--- config.mk ---
export PLATFORM = sky130hd
export DESIGN_NAME = mux_scan_ctrl
export DESIGN_NICKNAME = d
export VERILOG_FILES = /design/src/rtl/mux_scan_ctrl_pkg.sv /design/src/rtl/mux_scan_ctrl_settle.sv /design/src/rtl/mux_scan_ctrl.sv
export SDC_FILE = /design/constraint.sdc
export NUM_CORES = 1
export LEC_CHECK = 0
export CORE_UTILIZATION = 51
export DETAILED_ROUTE_END_ITERATION = 6
export GPL_ROUTABILITY_DRIVEN = 0
export PLACE_DENSITY = 0.86
export SYNTH_ARGS = -nofsm -noshare
export SYNTH_HDL_FRONTEND = slang
export SYNTH_SLANG_ARGS = --single-unit
--- constraint.sdc ---
create_clock -name clk -period 2 [get_ports clk]
set_input_delay 0.4 -clock clk [delete_from_list [all_inputs] [get_ports clk]]
set_output_delay 0.4 -clock clk [all_outputs]
set_load 0.05 [all_outputs]
--- src/rtl/mux_scan_ctrl_pkg.sv ---
// Shared definitions for the 4:1 mux scan controller: channel count, select
// width, FSM encoding and the next-enabled-channel search.
package mux_scan_ctrl_pkg;

    localparam int NCH = 4;
    localparam int SW  = 2;

    typedef enum logic [1:0] {
        ST_IDLE = 2'd0,
        ST_SCAN = 2'd1,
        ST_HOLD = 2'd2
    } state_t;

    // Lowest set bit of mask at index >= from; returns NCH (bit SW set) if none.
    function automatic logic [SW:0] next_set_bit(input logic [NCH-1:0] mask,
                                                  input int from);
        logic [SW:0] r;
        r = (SW+1)'(NCH);
        for (int i = NCH - 1; i >= 0; i--) begin
            if (i >= from && mask[i]) begin
                r = (SW+1)'(i);
            end
        end
        return r;
    endfunction

endpackage

--- src/rtl/mux_scan_ctrl_settle.sv ---
// Settle counter: cleared by load, counts up to SETTLE while enabled and
// flags done once the select has been held long enough.
module mux_scan_ctrl_settle #(
    parameter int SETTLE = 2
) (
    input  logic clk,
    input  logic rst,
    input  logic i_load,
    input  logic i_en,
    output logic o_done
);

    localparam int W = (SETTLE > 0) ? $clog2(SETTLE + 1) : 1;
    localparam logic [W-1:0] LAST = W'(SETTLE);

    logic [W-1:0] r_cnt;

    always_ff @(posedge clk) begin
        if (rst || i_load) begin
            r_cnt <= '0;
        end else if (i_en && r_cnt != LAST) begin
            r_cnt <= r_cnt + 1'b1;
        end
    end

    assign o_done = (r_cnt == LAST);

endmodule

--- src/rtl/mux_scan_ctrl.sv ---
// Scan sequencer for the 4:1 bit mux: steps sel over the enabled channels,
// samples mux_y after the settle time and offers the assembled word downstream.
module mux_scan_ctrl
    import mux_scan_ctrl_pkg::*;
#(
    parameter int SETTLE = 2
) (
    input  logic           clk,
    input  logic           rst,
    input  logic           start,
    input  logic           cont,
    input  logic [NCH-1:0] chan_mask,
    output logic [SW-1:0]  sel,
    input  logic           mux_y,
    output logic           busy,
    output logic [NCH-1:0] word,
    output logic           word_valid,
    input  logic           word_ready,
    output logic [1:0]     dbg_state
);

    // Handshake: word is offered while word_valid=1 and is consumed on the
    // clock edge where word_valid=1 and word_ready=1; word_ready is ignored
    // otherwise, and word never changes while word_valid=1.

    state_t         r_state;
    logic [SW-1:0]  r_sel;
    logic [NCH-1:0] r_mask;
    logic [NCH-1:0] r_acc;
    logic [NCH-1:0] r_word;
    logic           r_valid;

    logic [SW:0]    w_first;
    logic [SW:0]    w_next;
    logic [NCH-1:0] w_merged;
    logic           w_done;
    logic           w_load;
    logic           w_accept;

    assign w_first  = next_set_bit(chan_mask, 0);
    assign w_next   = next_set_bit(r_mask, int'(r_sel) + 1);
    assign w_accept = (r_state == ST_HOLD) && word_ready;

    always_comb begin
        w_merged        = r_acc;
        w_merged[r_sel] = mux_y;
        w_merged        = w_merged & r_mask;
    end

    assign w_load = ((r_state == ST_IDLE) && start)
                  || (w_accept && cont)
                  || ((r_state == ST_SCAN) && w_done);

    mux_scan_ctrl_settle #(.SETTLE(SETTLE)) u_settle (
        .clk    (clk),
        .rst    (rst),
        .i_load (w_load),
        .i_en   (r_state == ST_SCAN),
        .o_done (w_done)
    );

    always_ff @(posedge clk) begin
        if (rst) begin
            r_state <= ST_IDLE;
            r_sel   <= '0;
            r_mask  <= '0;
            r_acc   <= '0;
            r_word  <= '0;
            r_valid <= 1'b0;
        end else begin
            case (r_state)
                ST_IDLE: begin
                    if (start) begin
                        r_mask <= chan_mask;
                        r_acc  <= '0;
                        if (w_first[SW]) begin
                            r_word  <= '0;
                            r_valid <= 1'b1;
                            r_state <= ST_HOLD;
                        end else begin
                            r_sel   <= w_first[SW-1:0];
                            r_state <= ST_SCAN;
                        end
                    end
                end
                ST_SCAN: begin
                    if (w_done) begin
                        r_acc[r_sel] <= mux_y;
                        if (w_next[SW]) begin
                            r_word  <= w_merged;
                            r_valid <= 1'b1;
                            r_state <= ST_HOLD;
                        end else begin
                            r_sel <= w_next[SW-1:0];
                        end
                    end
                end
                ST_HOLD: begin
                    if (word_ready) begin
                        if (cont) begin
                            r_mask <= chan_mask;
                            r_acc  <= '0;
                            // An empty rescan mask immediately re-offers a zero word.
                            if (w_first[SW]) begin
                                r_word <= '0;
                            end else begin
                                r_valid <= 1'b0;
                                r_sel   <= w_first[SW-1:0];
                                r_state <= ST_SCAN;
                            end
                        end else begin
                            r_valid <= 1'b0;
                            r_sel   <= '0;
                            r_state <= ST_IDLE;
                        end
                    end
                end
                default: begin
                    r_state <= ST_IDLE;
                    r_sel   <= '0;
                    r_valid <= 1'b0;
                end
            endcase
        end
    end

    assign sel        = r_sel;
    assign busy       = (r_state != ST_IDLE);
    assign word       = r_word;
    assign word_valid = r_valid;
    assign dbg_state  = r_state;

endmodule

==> metrics.csv <==
stage,metric,value,unit
cts,cts.reportedPaths.clkPinSlew,0.11,ns
floorplanning,coreArea,2000,um2
cts,cts_made_buffers,3,
grt,overflow,0,
cts,cts.sinks,19,
routing,first_iter_violations,49,
final_layout,layout_common_cells,"a21oi_1 (19), dfxtp_1 (19), clkdlybuf4s50_1 (14)",
power,power_frac_clock,18.7,%
placement,dp_hpwl,2180,um
synth,netlist_area,1100,um2
floorplanning,die_area,2350,um2
worst_setup_path,worstPathMaxFanout,2,
synth,synth_fp_nets,152,
final_layout,nNetsFinal,179,
grt,grt_pass1_wl,4750,um
grt,grt_util_met2,47.4,%
worst_setup_path,worstRegToRegCells,5,
cts,cts_setup_buffers,0,
worst_setup_path,worstPathArrival,1.48,ns
run,cap_violations,0,
synth,synth_edf_count,0,
power,p_sw,0.000376,W
placement,post_dp_cell_area,1380,um2
synth,yosys_warnings,0,
synth,syn_inst,141,
synth,synth_mux_area_share,9.19,%
power,power.internal,0.000644,W
synth,synthAdderAreaFrac,1.14,%
cts,cts_buffer_depth,2,
worst_setup_path,cp_data_required_time,1.60,ns
routing,vias,1144,
routing,totalWireLength,2770,um
routing,vias_per_cell,5.90,
power,switching_share,36.9,%
synth,synth_flop_cell,dfxtp_1,
grt,grt_max_degree,16,
grt,antenna_found_initial,0,
worst_setup_path,critical_path_buf_inv_count,1,
synth,ys_types,38,
floorplanning,ios,20,
synth,synth_xor_area_share,0,%
routing,drc,0,
timing,setup_viol,0,
cts,cts.htree.levels,1,
timing,tightest_slew,0.590,ns
timing,rsz0062_at_grt,no,
final_layout,fillers,166,
power,power.density,724,nW/um2
floorplanning,initial_core_util,55.1,%
floorplanning,dieWidth,48.5,um
power,leakage,0.514,nW
timing,finalMaxSlewViolations,0,
final_layout,drive_gt1_share,15.0,%
timing,finalCriticalPeriod,1.88,ns
worst_setup_path,cp-start-kind,flop,
synth,async_reset_ff_share,0,%
power,irDropWorstVdd,0.000538,V
timing,skew,0.00278,ns
final_layout,design_area,1410,um2
power,pwr-share-seq,43.6,%
worst_setup_path,worstSetupPathType,reg2out,
power,comb_power_share,37.6,%
routing,drt-wirelength-per-cell,14.3,um
placement,portBuffers,19,
timing,holdWs,0.494,ns
timing,max_slew_margin,60.3,%
timing,hold_viol_final,0,
worst_setup_path,crit_cells,1,
worst_setup_path,worstPathCellList,clkdlybuf4s50_1,
synth,synth_compound_area_share,25.7,%
worst_setup_path,crit_family,buffers and inverters,
floorplanning,chipHeight,48.5,um
synth,synthSimpleGateAreaFrac,25.0,%
grt,grt.met1_usage,31.0,%
synth,avgSynthCellArea,7.82,um2
cts,cts_tree,built,
final_layout,antennaDiodeCount,0,
worst_setup_path,setup.worst_path.end_class,primary output,
cts,ctsHoldBuffers,0,
grt,grt_pass1_vias,1064,
synth,synth_seq_cells,19,
synth,synth_top_family_by_area,compound AO/OA/AOI/OAI gates,
grt,globalRouteMet3Util,3.77,%
grt,groute.usage.overall,25.9,%
worst_setup_path,crit_path_max_incr_delay,0.84,ns
grt,grt_busiest_layer,met2,
worst_hold_path,min_path_cells,2,
run_status,status,completed,
floorplanning,num_rows,16,
routing,final_antenna_net_count,0,
final_layout,flow.area_growth_from_synthesis,27.8,%
worst_setup_path,slowest_stage,clkdlybuf4s50_1,
timing,period_share,94.2,%
cts,post_cts_resized,0,
routing,first_pass_iters,4,
timing,fmaxAchievable,531,MHz
synth,ys_seq_area_share,34.5,%
worst_hold_path,hold_path.class,reg2reg,
cts,cts-root-buf,clkbuf_4,
cts,insertion_delay,0.29,ns
==> sequential cells by signal, summed over array words and instances, names as in the netlist <==
| register | count |
|---|---|
| r_acc | 4 |
| word_valid | 1 |
| r_mask | 4 |
| dbg_state | 2 |
| u_settle.r_cnt | 2 |
| sel | 2 |
| word | 4 |
==> metal layers <==
metal  wire (um)  share of wire [%]  vias to the layer above
met5           0                  0                        -
met4          51                1.8                        0
met3         129                4.7                        6
met2        1400                 50                       37
met1        1190                 43                      530
li1            -                  -                      571
==> power by group through the flow <==
stage               clock (W)  combinational (W)  sequential [W]
floorplan                   0           0.000223        0.000473
global placement            0           0.000371        0.000451
detailed placement          0           0.000380        0.000453
CTS                  0.000198           0.000382        0.000444
global route         0.000218           0.000415        0.000451
finish               0.000191           0.000384        0.000445
==> worst paths after layout <==
check	start	end	slack [ns]
max	word[2]	word[2]	0.12
min	word[1]	word[1]	0.49
max reg2reg	sel[1]	dbg_state[1]	0.27
min reg2reg	word[1]	word[1]	0.49
==> logic make-up after synthesis <==
group | after synthesis
AO/OA/AOI/OAI | 46
adder cells (fa/ha/maj) | 1
buffers and inverters | 12
flip-flops | 19
multiplexers | 10
AND/OR/NAND/NOR | 53
==> synth_stat cells (2+ instances only) <==
master / n / area, um2
a21oi_1: 19 / 95.1
buf_1: 2 / 7.51
clkbuf_1: 3 / 11.3
dfxtp_1: 19 / 380
inv_1: 5 / 18.8
mux2i_1: 9 / 90.1
nand2_1: 12 / 45.0
nand3_1: 8 / 40.0
nand4_1: 4 / 25.0
nor2_1: 10 / 37.5
nor2b_1: 5 / 31.3
nor3_1: 7 / 35.0
o21ai_0: 12 / 60.1
o22ai_1: 2 / 12.5
==> stage by stage <==
stage	setup TNS (ns)	utilization (%)	instances	setup WS, ns	total power, W
2_1_floorplan	0	-	141	0.179	0.000696
3_3_place_gp	-0.00753	69.1	190	-0.00753	0.000822
3_5_place_dp	-0.103	69.1	190	-0.0865	0.000833
4_1_cts	0	70.4	194	0.114	0.00102
5_1_grt	0	70.4	194	0.0600	0.00108
6_report	0	70.4	194	0.116	0.00102
==> final cells by class <==
class | count | area, um2 | share of cell area, %
tap | 27 | 33.8 | 2.40
multi-input combinational | 110 | 672 | 47.7
clock buffer | 4 | 26.3 | 1.87
sequential | 19 | 380 | 27.0
inverter | 5 | 18.8 | 1.33
timing repair buffer | 29 | 278 | 19.7
Power figures use the tool's default switching activity.
